**src/rtl/snake_game_ctrl.sv**
```systemverilog
// Snake game controller: owns the snake body, direction, item position and
// score, and steps the snake once every TICK_DIV clocks while running.
//
// state | meaning
// IDLE  | waiting for the first start request
// SPAWN | asking the item generator for an item, waiting for its done pulse
// RUN   | counting clocks until the next snake step
// MOVE  | choose direction, register next head position and wall flag
// CHECK | resolve eat / collision, update body, size and score
// OVER  | game lost, outputs frozen until restart
module snake_game_ctrl #(
  parameter int XSIZE    = 48,
  parameter int YSIZE    = 64,
  parameter int MAX_SIZE = 20,
  parameter int TICK_DIV = 25000000
) (
  input  logic                  i_Clk,
  input  logic                  i_Rst,
  input  logic                  i_Start,
  input  logic [1:0]            i_Dir,
  input  logic                  i_Dir_Valid,
  input  logic [5:0]            i_Item_x,
  input  logic [5:0]            i_Item_y,
  input  logic                  i_isMakeItem_Done,
  output logic [MAX_SIZE*6-1:0] o_Body_x,
  output logic [MAX_SIZE*6-1:0] o_Body_y,
  output logic [11:0]           o_Body_size,
  output logic                  o_ItemNeed,
  output logic [5:0]            o_Item_x,
  output logic [5:0]            o_Item_y,
  output logic [7:0]            o_Score,
  output logic                  o_GameOver,
  output logic [2:0]            o_State
);

  localparam logic [2:0] ST_IDLE  = 3'd0;
  localparam logic [2:0] ST_SPAWN = 3'd1;
  localparam logic [2:0] ST_RUN   = 3'd2;
  localparam logic [2:0] ST_MOVE  = 3'd3;
  localparam logic [2:0] ST_CHECK = 3'd4;
  localparam logic [2:0] ST_OVER  = 3'd5;

  localparam logic [1:0] DIR_UP    = 2'd0;
  localparam logic [1:0] DIR_RIGHT = 2'd1;
  localparam logic [1:0] DIR_DOWN  = 2'd2;
  localparam logic [1:0] DIR_LEFT  = 2'd3;

  localparam logic [5:0]  X_MAX     = 6'(XSIZE - 1);
  localparam logic [5:0]  Y_MAX     = 6'(YSIZE - 1);
  localparam logic [5:0]  X_MID     = 6'(XSIZE / 2);
  localparam logic [5:0]  Y_MID     = 6'(YSIZE / 2);
  localparam logic [31:0] TICK_LAST = 32'(TICK_DIV - 1);
  localparam logic [11:0] SIZE_MAX  = 12'(MAX_SIZE);

  logic [2:0]  state, state_next;
  logic [31:0] tick;
  logic [5:0]  body_x [MAX_SIZE];
  logic [5:0]  body_y [MAX_SIZE];
  logic [11:0] size;
  logic [7:0]  score;
  logic [5:0]  item_x, item_y;
  logic [1:0]  dir, dir_pend, dir_sel;
  logic [5:0]  nh_x, nh_y, cand_x, cand_y;
  logic        wall, cand_wall, item_need;
  logic        start_req, eat, self_hit, collide;

  // Start is only honoured while idle or after a lost game
  always_comb start_req = i_Start && ((state == ST_IDLE) || (state == ST_OVER));

  // Pick the step direction (a reversal request keeps the old one) and the candidate head
  always_comb begin
    dir_sel   = (dir_pend == (dir ^ 2'd2)) ? dir : dir_pend;
    cand_x    = body_x[0];
    cand_y    = body_y[0];
    cand_wall = 1'b0;
    case (dir_sel)
      DIR_UP:    begin cand_y = body_y[0] - 6'd1; cand_wall = (body_y[0] == 6'd0);  end
      DIR_RIGHT: begin cand_x = body_x[0] + 6'd1; cand_wall = (body_x[0] == X_MAX); end
      DIR_DOWN:  begin cand_y = body_y[0] + 6'd1; cand_wall = (body_y[0] == Y_MAX); end
      default:   begin cand_x = body_x[0] - 6'd1; cand_wall = (body_x[0] == 6'd0);  end
    endcase
  end

  // Eat and collision; the tail cell only counts as occupied when the snake grows
  always_comb begin
    eat      = (nh_x == item_x) && (nh_y == item_y);
    self_hit = 1'b0;
    for (int i = 0; i < MAX_SIZE; i++) begin
      if ((body_x[i] == nh_x) && (body_y[i] == nh_y) &&
          (eat ? (12'(i) < size) : ((12'(i) + 12'd1) < size)))
        self_hit = 1'b1;
    end
    collide = wall || self_hit;
  end

  // State register
  always_ff @(posedge i_Clk or negedge i_Rst) begin
    if (!i_Rst) state <= ST_IDLE;
    else        state <= state_next;
  end

  // Next-state logic
  always_comb begin
    state_next = state;
    case (state)
      ST_IDLE:  if (i_Start) state_next = ST_SPAWN;
      ST_SPAWN: if (i_isMakeItem_Done) state_next = ST_RUN;
      ST_RUN:   if (tick == TICK_LAST) state_next = ST_MOVE;
      ST_MOVE:  state_next = ST_CHECK;
      ST_CHECK: begin
        if (collide)  state_next = ST_OVER;
        else if (eat) state_next = ST_SPAWN;
        else          state_next = ST_RUN;
      end
      ST_OVER:  if (i_Start) state_next = ST_SPAWN;
      default:  state_next = ST_IDLE;
    endcase
  end

  // Game datapath: tick counter, direction, body, size, score, item
  always_ff @(posedge i_Clk or negedge i_Rst) begin
    if (!i_Rst) begin
      for (int i = 0; i < MAX_SIZE; i++) begin
        body_x[i] <= 6'd0;
        body_y[i] <= 6'd0;
      end
      size      <= 12'd0;
      score     <= 8'd0;
      item_x    <= 6'd0;
      item_y    <= 6'd0;
      tick      <= 32'd0;
      dir       <= DIR_UP;
      dir_pend  <= DIR_UP;
      nh_x      <= 6'd0;
      nh_y      <= 6'd0;
      wall      <= 1'b0;
      item_need <= 1'b0;
    end else begin
      item_need <= (state_next == ST_SPAWN) && (state != ST_SPAWN);
      if (i_Dir_Valid) dir_pend <= i_Dir;
      if ((state_next == ST_RUN) && (state != ST_RUN)) tick <= 32'd0;
      else if (state == ST_RUN)                        tick <= tick + 32'd1;
      if (start_req) begin
        for (int i = 0; i < MAX_SIZE; i++) begin
          body_x[i] <= (i < 3) ? X_MID : 6'd0;
          body_y[i] <= (i < 3) ? (Y_MID + 6'(i)) : 6'd0;
        end
        size     <= 12'd3;
        score    <= 8'd0;
        dir      <= DIR_UP;
        dir_pend <= DIR_UP;
      end
      if ((state == ST_SPAWN) && i_isMakeItem_Done) begin
        item_x <= i_Item_x;
        item_y <= i_Item_y;
      end
      if (state == ST_MOVE) begin
        dir  <= dir_sel;
        nh_x <= cand_x;
        nh_y <= cand_y;
        wall <= cand_wall;
      end
      if ((state == ST_CHECK) && !collide) begin
        for (int i = MAX_SIZE - 1; i > 0; i--) begin
          body_x[i] <= body_x[i-1];
          body_y[i] <= body_y[i-1];
        end
        body_x[0] <= nh_x;
        body_y[0] <= nh_y;
        if (eat) begin
          if (size < SIZE_MAX) size <= size + 12'd1;
          if (score != 8'hFF)  score <= score + 8'd1;
        end else begin
          // The old tail shifts into slot 'size'; it is no longer part of the snake
          for (int i = 0; i < MAX_SIZE; i++) begin
            if (12'(i) == size) begin
              body_x[i] <= 6'd0;
              body_y[i] <= 6'd0;
            end
          end
        end
      end
    end
  end

  // Outputs
  always_comb begin
    o_Body_x = '0;
    o_Body_y = '0;
    for (int i = 0; i < MAX_SIZE; i++) begin
      o_Body_x[i*6 +: 6] = body_x[i];
      o_Body_y[i*6 +: 6] = body_y[i];
    end
    o_Body_size = size;
    o_ItemNeed  = item_need;
    o_Item_x    = item_x;
    o_Item_y    = item_y;
    o_Score     = score;
    o_GameOver  = (state == ST_OVER);
    o_State     = state;
  end

endmodule

```
**config.mk**
```make
export PLATFORM = sky130hd
export DESIGN_NAME = snake_game_ctrl
export DESIGN_NICKNAME = d
export VERILOG_FILES = /design/src/rtl/snake_game_ctrl.sv
export SDC_FILE = /design/constraint.sdc
export NUM_CORES = 1
export LEC_CHECK = 0
export CORE_MARGIN = 2
export CORE_UTILIZATION = 55
export DETAILED_ROUTE_END_ITERATION = 8
export PLACE_DENSITY_LB_ADDON = 0.3
export REMOVE_ABC_BUFFERS = 1
export SYNTH_ARGS = -nofsm -noshare
export SYNTH_HDL_FRONTEND = slang
export SYNTH_SLANG_ARGS = --single-unit
```
**constraint.sdc**
```tcl
create_clock -name i_Clk -period 9.87 [get_ports i_Clk]
set_input_delay 2.4675 -clock i_Clk [delete_from_list [all_inputs] [get_ports i_Clk]]
set_output_delay 2.4675 -clock i_Clk [all_outputs]
set_load 0.1 [all_outputs]
```
==> run summary <==
• result of the run: completed
• critical-path maximum fanout: 160
• critical path capture point type: register
• overall track demand over capacity in global routing: 0.324
• power density of the placed cells: 236 nW/um^2
• cell type contributing the most total cell area after synthesis: sky130_fd_sc_hd__dfrtp_1
• final global-route overflow total: 0
• clock latency of the later-clocked register in the worst-skew pair: 530 ps
• share of post-route cells with drive strength above 1: 0.0412
• total half-perimeter wirelength after legalization and detailed placement: 39.3 mm
• Clock Sink Count: 325
• class of the tightest hold or removal check: reg2reg
• maximum number of pins on one net before global-route repair: 250
• Synth top area share: 0.430
• total of max-cap violations: 0
• clock edge transition at the registers on the reported setup and hold paths: 60 ps
• FP Rows: 67
• number of H-tree branching levels: 2
• Iteration-0 DRC Markers: 1874
• boundary pin count: 296
• endpoint required time on the critical path: 10300 ps
• Cell Count, Final, Fillers Out: 2683
• number of antenna violations at the first check in global routing: 0
• standard cell core area: 33700 sq um
• total length of routed wires: 58.6 mm
• DIE WIDTH: 189 um
• routability-driven placement congestion ratio: 0.932
• Syn Std Cell Area: 18900 sq um
• CP Class: reg2reg
• setup fix buffers added after clock tree synthesis: 0
• most frequent cells in the layout: sky130_fd_sc_hd__nand2_1, sky130_fd_sc_hd__dfrtp_1, sky130_fd_sc_hd__clkdlybuf4s50_1
• number of global-route vias before repair: 16000
• number of remaining DRC errors: 0
• starting utilization of the core area: 0.561
• unrepaired setup endpoints after global routing: false
• post-DR vias/cell: 6.12
• final-report max-slew violation count: 0
• first-pass GRT wire length: 91.6 mm
• total clock buffers created by CTS: 36
• die outline area: 35900 sq um
• final net count: 2247
• quantity of gates resized following cts: 0
• Relative slew margins: 0.0980
• top post-synthesis cells by area: sky130_fd_sc_hd__dfrtp_1, sky130_fd_sc_hd__mux2i_1, sky130_fd_sc_hd__nand2_1, sky130_fd_sc_hd__xnor2_1, sky130_fd_sc_hd__xor2_1
• clock tree root buffer cell: sky130_fd_sc_hd__clkbuf_16
• Final ANT Viol Nets: 0
• final number of hold-violating endpoints: 0
• number of buffers between clock root and the deepest sink: 3
• number of distinct library cells after synthesis: 66
• post-synthesis sequential element count: 325
• reg-to-reg slack, setup: 4590 ps
• ratio of final minimum period to clock period: 0.535
• final count of negative-setup-slack endpoints: 0
• number of enable flip-flop cells after synthesis: 0
• Worst Max-Slew Pin Slew: 1350 ps
• Die Y: 189 um
• part of the Yosys area used for sequential elements: 0.430
• setup_tns: 0 ps
• static leakage: 9.14 nW
• Max Clock Freq: 0.190 GHz
• Max IR drop VDD: 0.271 mV
• time the final worst path needs with I/O delays and setup: 5280 ps
• first-pass detailed-route iteration total: 5
• endpoint arrival time on the critical path: 5700 ps
• number of antenna repair diodes: 0
• wire per inst: 21.9 um
• Port Buf Inserts: 295
• TritonCTS clock tree: yes
• quantity of hold-fixing buffers added after cts: 0
• synth warn: 0
• overall via count from detail_route: 16400
• Async S/R FF share, synth: 1.00
• Syn-to-layout area delta: 20.6%
• placed cell count: 2623
• count of mapped cells out of synthesis: 2006
• category of the worst setup path launch point: register
• Final Skew: 13.5 ps
• commonest register cell after synthesis: sky130_fd_sc_hd__dfrtp_1
• most frequent standard cell in the layout excluding fill and tap cells: sky130_fd_sc_hd__nand2_1
• Avg Cell Area, Syn: 9.42 sq um
==> worst paths after layout <==
kind | from | end | depth (start not counted)
worst max-delay path | o_Body_size[9] | o_Body_x[114] | 10
worst min-delay path | tick[31] | tick[31] | 1
worst max register to register | o_Body_size[9] | o_Body_x[114] | 10
worst min register to register | tick[31] | tick[31] | 1
max in group asynchronous | i_Rst | o_Body_y[71] | 2
min in group asynchronous | i_Rst | dir_pend[0] | 1
==> routing by layer <==
layer	GRT usage	share of wire	vias to the layer above
met3	0.0484	0.088	186
met1	0.452	0.41	8097
met4	0.133	0.043	0
met5	0	0	-
li1	-	-	7178
met2	0.510	0.46	946
==> critical path: stages, from the launching register on <==
cell	delay (ps)
sky130_fd_sc_hd__dfrtp_1	410
sky130_fd_sc_hd__or4_1	590
sky130_fd_sc_hd__nor3_1	680
sky130_fd_sc_hd__nand2_1	320
sky130_fd_sc_hd__nor4_1	300
sky130_fd_sc_hd__nor3_1	80
sky130_fd_sc_hd__nor4bb_1	450
sky130_fd_sc_hd__and3_1	330
sky130_fd_sc_hd__and2_4	560
sky130_fd_sc_hd__buf_12	680
sky130_fd_sc_hd__mux2i_1	310
==> layout make-up <==
cell class	instances	area [sq um]
clock buffers	55	1090
clock inverters	5	61.3
fillers	2642	10900
inverters	21	78.8
multi-input cells	1514	9710
flip-flops and latches	325	8130
well taps	448	561
repair buffers	315	3150
==> metrics by stage <==
stage	power (mW)	setup slack (ps)	hold slack [ps]	util	cell area [sq um]
final	5.37	4590	512	0.676	22800
after global routing	5.59	4530	550	0.676	22800
after CTS	5.34	4710	511	0.676	22800
after detailed placement	4.01	4930	504	0.642	21600
after global placement	3.96	5050	484	0.642	21600
after floorplan	3.34	1810	451	-	17900
==> sequential cells by signal (all words and copies together) (netlist names) <==
name	cells
nh_x	6
tick	32
o_Item_y	6
o_ItemNeed	1
o_Body_x	120
o_Score	8
nh_y	6
o_Item_x	6
dir	2
dir_pend	2
o_Body_size	12
o_Body_y	120
o_State	3
wall	1
==> where the power goes <==
group	internal, mW	switching [mW]	total [mW]
registers	1.43	0.182	1.61
logic	0.767	1.66	2.43
clock network	0.788	0.545	1.33
==> cells in the mapped netlist (3+ instances only) <==
library cell,n
sky130_fd_sc_hd__nand2_1,569
sky130_fd_sc_hd__dfrtp_1,325
sky130_fd_sc_hd__mux2i_1,250
sky130_fd_sc_hd__xnor2_1,140
sky130_fd_sc_hd__xor2_1,125
sky130_fd_sc_hd__clkbuf_1,77
sky130_fd_sc_hd__nand3_1,72
sky130_fd_sc_hd__nand4_1,48
sky130_fd_sc_hd__nor2_1,43
sky130_fd_sc_hd__nor4_1,41
sky130_fd_sc_hd__buf_2,31
sky130_fd_sc_hd__o22ai_1,29
sky130_fd_sc_hd__o21ai_0,23
sky130_fd_sc_hd__buf_12,22
sky130_fd_sc_hd__inv_1,21
sky130_fd_sc_hd__a21oi_1,18
sky130_fd_sc_hd__nor3_1,18
sky130_fd_sc_hd__ha_1,13
sky130_fd_sc_hd__or3_1,13
sky130_fd_sc_hd__and3_1,9
sky130_fd_sc_hd__buf_1,9
sky130_fd_sc_hd__and2_1,7
sky130_fd_sc_hd__or4_1,6
sky130_fd_sc_hd__a2111oi_0,5
sky130_fd_sc_hd__a31oi_1,5
sky130_fd_sc_hd__buf_4,5
sky130_fd_sc_hd__or2_2,5
sky130_fd_sc_hd__a41oi_1,4
sky130_fd_sc_hd__nand2b_1,4
sky130_fd_sc_hd__o211ai_1,4
sky130_fd_sc_hd__o21bai_1,4
sky130_fd_sc_hd__a21o_1,3
sky130_fd_sc_hd__and3b_1,3
sky130_fd_sc_hd__nand3b_1,3
sky130_fd_sc_hd__nor3b_1,3
sky130_fd_sc_hd__o31ai_1,3
sky130_fd_sc_hd__o32ai_1,3
sky130_fd_sc_hd__xnor2_2,3
==> cells by family (layout without fill, tap and decap cells) <==
family / count (synthesis) / in the layout / synth area share
compound gates: 119 / 119 / 0.0415
simple gates: 859 / 859 / 0.202
buf+inv: 167 / 396 / 0.0560
fa+ha+maj: 15 / 15 / 0.0107
xor+xnor: 268 / 268 / 0.125
flops: 325 / 325 / 0.430
mux: 253 / 253 / 0.134
(Power assumes the default switching activity.)
